==> config.mk <==
export PLATFORM = sky130hd
export DESIGN_NAME = ifu_pc_gen_flat
export DESIGN_NICKNAME = d
export VERILOG_FILES = /design/src/rtl/ifu_pc_gen_if.sv /design/src/rtl/ifu_pc_gen.sv /design/src/flat_wrapper.sv
export SDC_FILE = /design/constraint.sdc
export NUM_CORES = 1
export LEC_CHECK = 0
export ABC_AREA = 1
export CORE_MARGIN = 2
export CORE_UTILIZATION = 44
export CTS_BUF_LIST = sky130_fd_sc_hd__clkbuf_4
export CTS_CLUSTER_DIAMETER = 200
export DETAILED_ROUTE_END_ITERATION = 8
export GPL_ROUTABILITY_DRIVEN = 0
export PLACE_DENSITY = 0.79
export SLEW_MARGIN = 30
export SYNTH_ARGS = -nofsm -noshare
export SYNTH_HDL_FRONTEND = slang
export SYNTH_SLANG_ARGS = --single-unit
==> constraint.sdc <==
create_clock -name clk -period 1.4 [get_ports clk]
set_input_delay 0.14 -clock clk [delete_from_list [all_inputs] [get_ports clk]]
set_output_delay 0.14 -clock clk [all_outputs]
set_load 0.01 [all_outputs]
==> src/rtl/ifu_pc_gen_if.sv <==
// Fetch-side bundle between the PC generator and the instruction-fetch / decode path.
interface ifu_pc_gen_if #(
  parameter int unsigned ADDR_W = 32
);
  logic [ADDR_W-1:0] pc;
  logic              pvalid;
  logic              iready;
  logic              ivalid;
  logic              dready;
  logic [ADDR_W-1:0] inst_pc;
  logic              kill;

  modport master (
    output pc, pvalid, inst_pc, kill,
    input  iready, ivalid, dready
  );

  modport slave (
    input  pc, pvalid, inst_pc, kill,
    output iready, ivalid, dready
  );
endinterface

==> src/rtl/ifu_pc_gen.sv <==
// Fetch PC generator: one outstanding fetch, sequential advance, EXU redirects with kill tagging.
// Optional macro PCGEN_TRAP_EN adds trap_valid/trap_vec, a redirect with priority over redirect_valid.
module ifu_pc_gen #(
  parameter int unsigned       ADDR_W   = 32,
  parameter logic [ADDR_W-1:0] RESET_PC = ADDR_W'(32'h8000_0000),
  parameter int unsigned       INST_B   = 4
) (
  input  logic              clk,
  input  logic              resetn,
  input  logic              stall,
  input  logic              redirect_valid,
  input  logic [ADDR_W-1:0] redirect_pc,
`ifdef PCGEN_TRAP_EN
  input  logic              trap_valid,
  input  logic [ADDR_W-1:0] trap_vec,
`endif
  ifu_pc_gen_if.master      fetch
);

  typedef enum logic [1:0] {
    IDLE  = 2'd0,
    ISSUE = 2'd1,
    WAIT  = 2'd2,
    FLUSH = 2'd3
  } state_t;

  state_t            state;
  logic [ADDR_W-1:0] pc_q;
  logic [ADDR_W-1:0] inst_pc_q;
  logic              pvalid_q;
  logic              kill_q;

  logic              redir;
  logic [ADDR_W-1:0] redir_raw;
  logic [ADDR_W-1:0] redir_target;
  logic [ADDR_W-1:0] pc_inc;
  logic              ret;

`ifdef PCGEN_TRAP_EN
  assign redir     = trap_valid | redirect_valid;
  assign redir_raw = trap_valid ? trap_vec : redirect_pc;
`else
  assign redir     = redirect_valid;
  assign redir_raw = redirect_pc;
`endif

  // Targets are word aligned; low two bits are dropped.
  assign redir_target = redir_raw & ~ADDR_W'(3);
  assign pc_inc       = pc_q + ADDR_W'(INST_B);
  assign ret          = fetch.ivalid & fetch.dready;

  always_ff @(posedge clk) begin
    if (!resetn) begin
      state     <= IDLE;
      pc_q      <= RESET_PC;
      inst_pc_q <= '0;
      pvalid_q  <= 1'b0;
      kill_q    <= 1'b0;
    end else begin
      case (state)
        IDLE: begin
          if (redir) begin
            pc_q <= redir_target;
          end else if (!stall) begin
            pvalid_q <= 1'b1;
            state    <= ISSUE;
          end
        end

        ISSUE: begin
          if (fetch.iready) begin
            inst_pc_q <= pc_q;
            pvalid_q  <= 1'b0;
            // A redirect landing on the accept cycle makes the accepted fetch stale.
            if (redir) begin
              pc_q   <= redir_target;
              kill_q <= 1'b1;
              state  <= FLUSH;
            end else begin
              state <= WAIT;
            end
          end else begin
            if (redir) pc_q <= redir_target;
            if (stall) begin
              pvalid_q <= 1'b0;
              state    <= IDLE;
            end
          end
        end

        WAIT: begin
          if (redir) begin
            pc_q <= redir_target;
            // Coincident retire is the branch itself, so it stays valid.
            if (ret) begin
              state <= IDLE;
            end else begin
              kill_q <= 1'b1;
              state  <= FLUSH;
            end
          end else if (ret) begin
            pc_q  <= pc_inc;
            state <= IDLE;
          end
        end

        FLUSH: begin
          if (redir) pc_q <= redir_target;
          if (ret) begin
            kill_q <= 1'b0;
            state  <= IDLE;
          end
        end

        default: state <= IDLE;
      endcase
    end
  end

  assign fetch.pc      = pc_q;
  assign fetch.pvalid  = pvalid_q;
  assign fetch.inst_pc = inst_pc_q;
  assign fetch.kill    = kill_q;

endmodule
==> src/flat_wrapper.sv <==
// flat-port wrapper written by rule: the top's interface ports become plain ports
module ifu_pc_gen_flat 
#(
  parameter int unsigned       ADDR_W   = 32,
  parameter logic [ADDR_W-1:0] RESET_PC = ADDR_W'(32'h8000_0000),
  parameter int unsigned       INST_B   = 4
)
  (clk, resetn, stall, redirect_valid, redirect_pc, fetch_pc, fetch_pvalid, fetch_inst_pc, fetch_kill, fetch_iready, fetch_ivalid, fetch_dready);
  ifu_pc_gen_if #(.ADDR_W(ADDR_W)) fetch_i ();
  input  logic clk;
  input  logic resetn;
  input  logic stall;
  input  logic redirect_valid;
  input  logic [ADDR_W-1:0] redirect_pc;
  output wire logic [$bits(fetch_i.pc)-1:0] fetch_pc;
  output wire logic [$bits(fetch_i.pvalid)-1:0] fetch_pvalid;
  output wire logic [$bits(fetch_i.inst_pc)-1:0] fetch_inst_pc;
  output wire logic [$bits(fetch_i.kill)-1:0] fetch_kill;
  input wire logic [$bits(fetch_i.iready)-1:0] fetch_iready;
  input wire logic [$bits(fetch_i.ivalid)-1:0] fetch_ivalid;
  input wire logic [$bits(fetch_i.dready)-1:0] fetch_dready;
  assign fetch_pc = fetch_i.pc;
  assign fetch_pvalid = fetch_i.pvalid;
  assign fetch_inst_pc = fetch_i.inst_pc;
  assign fetch_kill = fetch_i.kill;
  assign fetch_i.iready = fetch_iready;
  assign fetch_i.ivalid = fetch_ivalid;
  assign fetch_i.dready = fetch_dready;
  ifu_pc_gen #(.ADDR_W(ADDR_W), .RESET_PC(RESET_PC), .INST_B(INST_B)) u_core (.clk(clk), .resetn(resetn), .stall(stall), .redirect_valid(redirect_valid), .redirect_pc(redirect_pc), .fetch(fetch_i));
endmodule
==> results_dict.tcl <==
set metrics [dict create \
    yosysWarnings 0 \
    final_hold_viol_count 0 \
    synthTopCellsByArea "dfxtp_1 36%, nand2_1 11%, nor2_1 10%" \
    io_pins 105 \
    hpwl_um 8662 \
    synth_seq_area_share_pct 36.18 \
    remaining_drc_errors 0 \
    slew_violations 0 \
    wl_per_cell_um 17.69 \
    cts_buffers 9 \
    drive_gt1_share_pct 31.77 \
    synth-simple-area-share_pct 34.77 \
    vias 4585 \
    max_clock_freq_mhz 617.7 \
    final_cells 804 \
    cts_tree "yes" \
    finalNetCount 737 \
    start_util_pct 45.59 \
    finalWirelength_um 14230 \
    peakVddDrop_mv 0.4650 \
    fin_crit_ns 1.619 \
    holdWs_ns 0.3388 \
    grt_pass1_wl_um 19550 \
    n_fill_cell 564 \
    crit_fanout 5 \
    grt-ovfl-total 0 \
    status "finished, violations left" \
    rsz0062_at_grt "true" \
    firstDrtPassIters 7 \
    max_cap_viol_count 0 \
    synth_xor_area_share_pct 0 \
    path_class "reg -> reg" \
    required_ns 1.73 \
    tns_ns -2.515 \
    synth_compound_area_share_pct 18.55 \
    p_leak_nw 2.526 \
    netlist.area_leader.share_pct 36.18 \
    cts.sinks 64 \
    fin_skew_ns 0.03399 \
    yosys.area.top_type "dfxtp_1" \
    area_delta_synth_final_pct 60.21 \
    yosys.area_share.adder_pct 0.3534 \
    clk_pin_slew_ns 0.14 \
    cp-end-kind "flip-flop" \
    crit_arrival_ns 1.95 \
    hold_class "in -> reg" \
    fin_ws_ns -0.2189 \
    synth_cell_type_count 38 \
    die_w_um 93.71 \
    core-area_um2 7767 \
    place_inst 773 \
    mostFrequentLayoutCell "nand2_1" \
    clk_latency_ns 0.46 \
    die_h_um 93.71 \
    multi_input_area_um2 2205 \
    p_per_area_nw_per_um2 781.1 \
    syn-cell-area_um2 3541 \
    hold_buffers 0 \
    post-route-period-util_pct 115.6 \
    h-tree-depth 3 \
    port_buffers 98 \
    num_rows 32 \
    ant_nets 0 \
    cts_root_buf "clkbuf_4" \
    synthesis.instances 527 \
    track_usage_pct 28.40 \
    violations "setup timing" \
    finalPower_mw 4.431 \
    via_per_inst 5.703 \
    setup_viol 29 \
    synthMuxAreaShare_pct 0.2827 \
    synth_seq_cells 64 \
    grt_max_degree 32 \
    r2r_slack_ns -0.22 \
    antenna_found_initial 0 \
    clk_path_buf_depth 2 \
    grt_pass1_vias 4122 \
    final_cell_mix "88 x nand2_1, 85 x nor2_1, 67 x buf_4, 57 x dlygate4sd2_1, 44 x o21ai_0" \
    drt_iter0_drc 457 \
    seq_area_um2 1338 \
    startpoint_type "flip-flop" \
    die_area_um2 8781 \
    synth_area_per_cell_um2 6.719 \
    antenna_cells 0 \
    synth_top_family_by_area "simple AND/OR/NAND/NOR gates" \
]
## synthesized netlist by cell type (all sizes together)
| master | instances |
|---|---|
| nand3 | 31 |
| a211o | 1 |
| buf | 21 |
| nand3b | 1 |
| a21oi | 44 |
| o21bai | 1 |
| or2 | 2 |
| nor3 | 6 |
| a221oi | 1 |
| o211ai | 3 |
| nor2 | 115 |
| a211oi | 1 |
| o21ai | 56 |
| inv | 43 |
| mux2i | 1 |
| o21a | 2 |
| conb | 1 |
| nand4 | 5 |
| a31oi | 2 |
| nand2 | 111 |
| a41oi | 2 |
| clkbuf | 7 |
| o2111ai | 2 |
| ha | 1 |
| o221ai | 3 |
| dfxtp | 64 |
## report_power, final
| group | internal [mW] | total [mW] | switching (mW) |
|---|---|---|---|
| registers | 1.95 | 2.06 | 0.112 |
| logic | 0.524 | 1.08 | 0.560 |
| clock network | 0.568 | 1.29 | 0.721 |
## metal layers
metal	GRT usage (%)	routed length (um)
met5	0	0
met1	35.74	5404
met2	46.31	6482
met3	5.136	1438
met4	14.73	901
## cell type report
cell class | count | share of cell area [%]
repair buffers | 184 | 30.00
clock inverters | 5 | 0.8381
inverters | 43 | 3.022
well taps | 102 | 2.250
flip-flops and latches | 64 | 23.58
clock buffers | 11 | 1.456
multi-input cells | 395 | 38.86
## per-stage QoR
stage | util [%] | area [um^2] | worst slack, ns
floorplan | - | 3555 | 0.03497
global placement | 65.34 | 5075 | -0.1466
detailed placement | 65.34 | 5075 | -0.1732
CTS | 68.98 | 5358 | -0.06057
global route | 73.03 | 5673 | -0.3146
finish | 73.03 | 5673 | -0.2189
## registers in the layout, indices dropped and copies added (netlist names)
name and flops:
u_core.fetch.pc 30, u_core.fetch.kill 1, u_core.state 2, u_core.fetch.inst_pc 30
u_core.fetch.pvalid 1
## critical path, stage by stage, from the launching register on
cell and delay [ns]:
dfxtp_2 0.37, buf_6 0.11, nand2_4 0.05, nor2_4 0.26, nand2_4 0.12, o21ai_0 0.32
nand3_2 0.13, nand2_1 0.08, inv_1 0.04
## repair_timing
item                                    in CTS  in global routing
resized for setup                          125                 72
cloned                                       0                  2
pin swaps                                   12                 25
endpoints found under the setup margin      83                 36
buffers inserted                             7                  6
hold endpoints to repair                     0                  0
## final timing paths
check | endpoint | from | depth (start not counted)
hold / removal | u_core.fetch.pc[2]$_SDFFE_PN0P_ | redirect_pc[2] | 3
hold reg to reg | u_core.fetch.kill$_SDFFE_PN0P_ | u_core.fetch.kill$_SDFFE_PN0P_ | 2
setup reg to reg | u_core.fetch.pc[17]$_SDFFE_PN0P_ | u_core.fetch.pc[7]$_SDFFE_PN0P_ | 8
setup / recovery | u_core.fetch.pc[17]$_SDFFE_PN0P_ | u_core.fetch.pc[7]$_SDFFE_PN0P_ | 8
## kinds of logic after synthesis
logic type | Yosys count
other cells | 1
mux | 1
fa+ha+maj | 1
simple gates | 271
buf+inv | 71
flops | 64
compound gates | 118
Power figures use the tool's default switching activity.
